`src/rtl/div_result_bcd.sv`:
```
`default_nettype none
// ============================================================================
//  Module      : div_result_bcd
//  Description : Sequential binary-to-BCD converter placed after the 8-bit
//                restoring divider. On start (sampled in IDLE) it latches the
//                quotient and remainder, converts each one serially with
//                shift-and-add-3 (double dabble, 8 shifts per value) and
//                presents 3-digit packed BCD results with a one-cycle done.
//  Ports       : clk      - rising-edge clock
//                rst      - synchronous active-high reset
//                start    - conversion request, ignored unless idle
//                quot     - 8-bit binary quotient
//                rem      - 8-bit binary remainder
//                busy     - high whenever not idle
//                done     - one-cycle pulse, results valid
//                quot_bcd - {hundreds, tens, units} of quotient
//                rem_bcd  - {hundreds, tens, units} of remainder
//  Config      : DIV_RESULT_BCD_REM_EN - when defined the remainder is also
//                converted (latency 17); otherwise rem is ignored, rem_bcd
//                is tied to zero and the latency is 9.
//  Revision    : 1.0 - initial release
// ============================================================================
module div_result_bcd (
    input  logic        clk,
    input  logic        rst,
    input  logic        start,
    input  logic [7:0]  quot,
    input  logic [7:0]  rem,
    output logic        busy,
    output logic        done,
    output logic [11:0] quot_bcd,
    output logic [11:0] rem_bcd
);

    localparam logic [1:0] S_IDLE   = 2'd0;
    localparam logic [1:0] S_CONV_Q = 2'd1;
`ifdef DIV_RESULT_BCD_REM_EN
    localparam logic [1:0] S_CONV_R = 2'd2;
`endif
    localparam logic [1:0] S_DONE   = 2'd3;

    logic [1:0]  state_q, state_d;
    logic [7:0]  op_q, op_d;        // operand being shifted out, MSB first
    logic [11:0] acc_q, acc_d;      // BCD digit accumulator
    logic [2:0]  cnt_q, cnt_d;      // shifts done for the current value
    logic [11:0] qres_q, qres_d;    // finished quotient digits
    logic [11:0] quot_bcd_q, quot_bcd_d;
    // done_q also splits DONE into two cycles: the first loads the outputs,
    // the second (done high) returns to IDLE.
    logic        done_q, done_d;
`ifdef DIV_RESULT_BCD_REM_EN
    logic [7:0]  rem_lat_q, rem_lat_d;
    logic [11:0] rres_q, rres_d;
    logic [11:0] rem_bcd_q, rem_bcd_d;
`endif

    logic [11:0] w_adj;
    logic [11:0] w_shift;
    logic        w_last;
    logic        w_unused_bits;

    // Add 3 to every digit >= 5 before the shift so that it carries
    // correctly into the next digit after doubling.
    assign w_adj[3:0]   = (acc_q[3:0]   >= 4'd5) ? acc_q[3:0]   + 4'd3 : acc_q[3:0];
    assign w_adj[7:4]   = (acc_q[7:4]   >= 4'd5) ? acc_q[7:4]   + 4'd3 : acc_q[7:4];
    assign w_adj[11:8]  = (acc_q[11:8]  >= 4'd5) ? acc_q[11:8]  + 4'd3 : acc_q[11:8];
    assign w_shift      = {w_adj[10:0], op_q[7]};
    assign w_last       = (cnt_q == 3'd7);

    // Hundreds digit never exceeds 2, so its top bit is never shifted out.
`ifdef DIV_RESULT_BCD_REM_EN
    assign w_unused_bits = w_adj[11];
`else
    assign w_unused_bits = ^{w_adj[11], rem};
`endif

    // ---------------- FSM: state register ----------------
    always_ff @(posedge clk) begin
        if (rst) begin
            state_q <= S_IDLE;
        end else begin
            state_q <= state_d;
        end
    end

    // ---------------- FSM: next state ----------------
    always_comb begin
        state_d = state_q;
        case (state_q)
            S_IDLE:   if (start) state_d = S_CONV_Q;
`ifdef DIV_RESULT_BCD_REM_EN
            S_CONV_Q: if (w_last) state_d = S_CONV_R;
            S_CONV_R: if (w_last) state_d = S_DONE;
`else
            S_CONV_Q: if (w_last) state_d = S_DONE;
`endif
            S_DONE:   if (done_q) state_d = S_IDLE;
            default:  state_d = S_IDLE;
        endcase
    end

    // ---------------- FSM: outputs ----------------
    always_comb begin
        busy     = (state_q != S_IDLE);
        done     = done_q;
        quot_bcd = quot_bcd_q;
`ifdef DIV_RESULT_BCD_REM_EN
        rem_bcd  = rem_bcd_q;
`else
        rem_bcd  = 12'h000;
`endif
    end

    // ---------------- Datapath next values ----------------
    always_comb begin
        op_d       = op_q;
        acc_d      = acc_q;
        cnt_d      = cnt_q;
        qres_d     = qres_q;
        quot_bcd_d = quot_bcd_q;
        done_d     = 1'b0;
`ifdef DIV_RESULT_BCD_REM_EN
        rem_lat_d  = rem_lat_q;
        rres_d     = rres_q;
        rem_bcd_d  = rem_bcd_q;
`endif
        case (state_q)
            S_IDLE: begin
                if (start) begin
                    op_d      = quot;
`ifdef DIV_RESULT_BCD_REM_EN
                    rem_lat_d = rem;
`endif
                    acc_d     = 12'h000;
                    cnt_d     = 3'd0;
                end
            end
            S_CONV_Q: begin
                op_d  = {op_q[6:0], 1'b0};
                acc_d = w_shift;
                cnt_d = cnt_q + 3'd1;
                if (w_last) begin
                    qres_d = w_shift;
                    acc_d  = 12'h000;
                    cnt_d  = 3'd0;
`ifdef DIV_RESULT_BCD_REM_EN
                    op_d   = rem_lat_q;
`endif
                end
            end
`ifdef DIV_RESULT_BCD_REM_EN
            S_CONV_R: begin
                op_d  = {op_q[6:0], 1'b0};
                acc_d = w_shift;
                cnt_d = cnt_q + 3'd1;
                if (w_last) begin
                    rres_d = w_shift;
                    acc_d  = 12'h000;
                    cnt_d  = 3'd0;
                end
            end
`endif
            S_DONE: begin
                if (!done_q) begin
                    quot_bcd_d = qres_q;
`ifdef DIV_RESULT_BCD_REM_EN
                    rem_bcd_d  = rres_q;
`endif
                    done_d     = 1'b1;
                end
            end
            default: ;
        endcase
    end

    // ---------------- Datapath registers ----------------
    always_ff @(posedge clk) begin
        if (rst) begin
            op_q       <= 8'h00;
            acc_q      <= 12'h000;
            cnt_q      <= 3'd0;
            qres_q     <= 12'h000;
            quot_bcd_q <= 12'h000;
            done_q     <= 1'b0;
`ifdef DIV_RESULT_BCD_REM_EN
            rem_lat_q  <= 8'h00;
            rres_q     <= 12'h000;
            rem_bcd_q  <= 12'h000;
`endif
        end else begin
            op_q       <= op_d;
            acc_q      <= acc_d;
            cnt_q      <= cnt_d;
            qres_q     <= qres_d;
            quot_bcd_q <= quot_bcd_d;
            done_q     <= done_d;
`ifdef DIV_RESULT_BCD_REM_EN
            rem_lat_q  <= rem_lat_d;
            rres_q     <= rres_d;
            rem_bcd_q  <= rem_bcd_d;
`endif
        end
    end

endmodule
`default_nettype wire
```
`config.mk`:
```
export PLATFORM = sky130hd
export DESIGN_NAME = div_result_bcd
export DESIGN_NICKNAME = d
export VERILOG_FILES = /design/src/rtl/div_result_bcd.sv
export SDC_FILE = /design/constraint.sdc
export NUM_CORES = 1
export LEC_CHECK = 0
export CAP_MARGIN = 5
export CORE_MARGIN = 8
export CORE_UTILIZATION = 45
export DETAILED_ROUTE_END_ITERATION = 12
export GPL_TIMING_DRIVEN = 0
export PLACE_DENSITY_LB_ADDON = 0.12
export SYNTH_ARGS = -nofsm -noshare
export SYNTH_HDL_FRONTEND = slang
export SYNTH_SLANG_ARGS = --single-unit
```
`constraint.sdc`:
```
create_clock -name clk -period 1.8 [get_ports clk]
set_input_delay 0.36 -clock clk [delete_from_list [all_inputs] [get_ports clk]]
set_output_delay 0.36 -clock clk [all_outputs]
set_load 0.005 [all_outputs]
```
==> run summary, run 1 <==
Crit share post-route: 93.45%
Tot GR Track Use: 13.52%
Yosys warnings: 0
Post-synthesis sequential area ratio: 44.03%
Path depth of the worst reg2reg path: 8
Design area: 0.002789 mm²
DPL Wire Length: 3601 µm
Fin. Hold Viols: 0
Final setup TNS: 0 ps
Final Util: 56.03%
Worst rel slew slack: 60.56%
Final setup violation count: 0
Startpoint Class: flip-flop
Non-filler cells, final: 374
Status: finished clean
Maxcap violations: 0
Actual slew at the worst max-slew pin: 587.1 ps
I/O Buffers: 24
Peak VDD IR: 0.3911 mV
Router iterations before antenna repair: 4
Largest net degree at the start of global routing: 18
CTS max path bufs: 2
Global-route wire length before repair: 8135 µm
Via count: 1863
CTS tree: yes
Post-synth cell types: 38
Total power: 2.126 mW
Cells after DPL: 364
Max-slew violations: 0
Crit path arrival time: 1320 ps
Antenna violations before repair: 0
Die Y: 87.08 µm
Clock skew: 13.67 ps
Filler cells: 484
Synthesized netlist cell count: 259
Starting DRT DRC Count: 90
PwrDens: 762.3 mW/mm²
WL final: 4870 µm
Post-Syn Area per Cell: 8.778 µm²
Worst hold path endpoint: cnt_q[0]$_SDFFE_PP0P_
Crit path time final: 1682 ps
DRT antenna net count: 0
P&R area growth vs syn: 22.67%
Num ports: 45
Hold depth: 1
CTS Sinks: 50
CTS Buf Count: 5
H-tree depth: 2
Worst Setup End Kind: output pin
Die Area: 0.007582 mm²
Num rows: 26
Layout cells sized above 1: 13.82%
Crit-path max FO: 8
Worst r2r dst: qres_q[9]$_SDFFE_PP0P_
Vias per cell: 4.981
Worst R2R Start: cnt_q[0]$_SDFFE_PP0P_
Hold Path Class: flip-flop to flip-flop
Reg-to-reg slack, setup: 120 ps
Net count, final: 330
Fmax: 0.5945 GHz
GR Overflow Total: 0
Area after DPL: 0.002643 mm²
Area of the multi-input gates: 0.001124 mm²
Mapped cell area: 0.002273 mm²
Final Wtd Congestion: 0.8178
Number of diodes: 0
Static Leak: 1.126 nW
# DRC: 0
Worst-Skew Late Latency: 310 ps
Clock transition at path regs: 90 ps
Hold path start: cnt_q[0]$_SDFFE_PP0P_
RSZ-0062 raised after global routing: false
Flops & latches, synth: 50
Critical path class: flip-flop to output pin
Initial Util: 45.68%
DIE WIDTH: 87.08 µm
CTS Root Cell: clkbuf_8
Vias in the first global route: 1755
Reg area: 0.001003 mm²
Core ar.: 0.004977 mm²
Routed len/inst: 13.02 µm
Crit path required time: 1440 ps
## stage by stage
| step | hold slack [ps] | setup WS, ps |
|---|---|---|
| floorplan | 427.0 | 143.5 |
| global placement | 443.9 | -402.1 |
| detailed placement | 447.6 | -390.0 |
| CTS | 461.2 | 0.7654 |
| global route | 462.7 | 11.82 |
| finish | 444.7 | 118.0 |
## sequential cells by signal, indices dropped and copies added (netlist names)
signal    flops
cnt_q         3
acc_q        12
op_q          8
done          1
qres_q       12
state_q       2
quot_bcd     12
## synthesized netlist by cell type
master	count	share of area [%]
mux2i_1	9	4.0
buf_4	14	4.6
nand2b_4	1	0.61
nand3b_1	3	0.99
nor3b_1	9	3.0
a32oi_1	3	1.2
nor2_1	25	4.1
a211oi_1	13	4.3
nand2b_1	5	1.4
inv_1	7	1.2
nand3_1	1	0.22
nor3_1	5	1.1
buf_1	2	0.33
nand4b_1	1	0.39
a22oi_1	2	0.66
or2_2	2	0.55
or2_0	1	0.28
or3_1	1	0.28
ha_1	8	4.4
conb_1	1	0.16
a211o_1	1	0.39
o211ai_1	1	0.33
xnor2_1	3	1.2
nand2_1	34	5.6
o21bai_1	1	0.33
nor2_2	1	0.28
a21oi_1	21	4.6
o21ai_0	5	1.1
o21ba_2	1	0.44
inv_2	1	0.16
or4_1	1	0.33
dfxtp_1	50	44
buf_2	7	1.5
o41ai_1	3	1.2
clkbuf_1	4	0.66
a22o_1	5	1.9
o21a_1	1	0.33
a21o_1	6	2.0
## logic make-up (layout without fill, tap and decap cells)
| kind of cell | after synthesis | in the layout | synth area share (%) |
|---|---|---|---|
| AND/OR/NAND/NOR | 90 | 90 | 19.10 |
| AO/OA/AOI/OAI | 63 | 63 | 18.71 |
| flip-flops | 50 | 50 | 44.03 |
| buffers and inverters | 35 | 69 | 8.475 |
| multiplexers | 9 | 9 | 3.963 |
| adder cells (fa/ha/maj) | 8 | 8 | 4.403 |
| XOR/XNOR | 3 | 3 | 1.156 |
| other | 1 | 12 | 0.1649 |
## per-layer routing
metal / vias to the layer above / track usage, % / routed length, µm
li1: 960 / - / -
met1: 867 / 15.82 / 2237
met2: 29 / 23.04 / 2349
met3: 7 / 3.396 / 219
met4: 0 / 5.164 / 63
met5: - / 0 / 0
## power by group
part	internal (mW)	switching, mW
registers	1.13	0.0125
logic	0.0821	0.0873
clock network	0.422	0.396
## worst max-delay path, cell delays in order (launching register included)
cell,delay [ps]
dfxtp_1,310
buf_4,160
or2_2,290
dlygate4sd2_1,260
## cells in the final DEF, fill, tap and decap left out, types with 2 or more instances in the layout
| master | count |
|---|---|
| dfxtp_1 | 48 |
| nand2_1 | 34 |
| nor2_1 | 24 |
| clkdlybuf4s50_1 | 23 |
| a21oi_1 | 21 |
| buf_4 | 17 |
| a211oi_1 | 13 |
| conb_1 | 12 |
| nor3b_1 | 9 |
| mux2i_1 | 9 |
| ha_1 | 8 |
| inv_1 | 7 |
| a21o_1 | 6 |
| buf_2 | 5 |
| nand2b_1 | 5 |
| o21ai_0 | 5 |
| nor3_1 | 5 |
| a22o_1 | 5 |
| clkbuf_8 | 5 |
| xnor2_1 | 3 |
| o41ai_1 | 3 |
| a32oi_1 | 3 |
| nand3b_1 | 3 |
| or2_2 | 2 |
| nor2_2 | 2 |
| buf_1 | 2 |
| a22oi_1 | 2 |
| clkbuf_2 | 2 |
| clkbuf_1 | 2 |
| dfxtp_2 | 2 |
## cell type report
class	count	area share, %
multi-input combinational	185	40.29
tap	70	3.140
clock inverter	3	1.705
buffer	27	6.236
sequential	50	35.98
inverter	8	1.077
clock buffer	5	2.467
timing repair buffer	26	9.107
## worst max path at each step
| stage | startpoint | endpoint | cells past startpoint | slack (ps) |
|---|---|---|---|---|
| floorplan | cnt_q[0]$_SDFFE_PP0P_ | qres_q[9]$_SDFFE_PP0P_ | 8 | 140 |
| global placement | rst | quot_bcd[2]$_SDFFE_PP0P_ | 5 | -400 |
| detailed placement | rst | qres_q[0]$_SDFFE_PP0P_ | 5 | -390 |
| CTS | cnt_q[0]$_SDFFE_PP0P_ | qres_q[9]$_SDFFE_PP0P_ | 8 | 0.8 |
| global route | cnt_q[0]$_SDFFE_PP0P_ | qres_q[9]$_SDFFE_PP0P_ | 8 | 10 |
| finish | state_q[0]$_SDFFE_PP0P_ | busy | 3 | 120 |
## what timing repair did
action | 4_1_cts | 5_1_grt
pin swaps | 0 | 1
setup buffers | 0 | 2
hold buffers | 0 | 0
endpoints found under the setup margin | 11 | 8
gates resized for setup | 2 | 10
Note: power is estimated with default switching activity, not from simulation.
==> inputs of run 2 (changes only) <==
--- a/config.mk
+++ b/config.mk
@@ -5,7 +5,6 @@
 export SDC_FILE = /design/constraint.sdc
 export NUM_CORES = 1
 export LEC_CHECK = 0
-export CAP_MARGIN = 5
 export CORE_MARGIN = 8
 export CORE_UTILIZATION = 45
 export DETAILED_ROUTE_END_ITERATION = 12
==> results of run 2 <==
No change in the layout: final DEF, timing and power equal those of run 1.
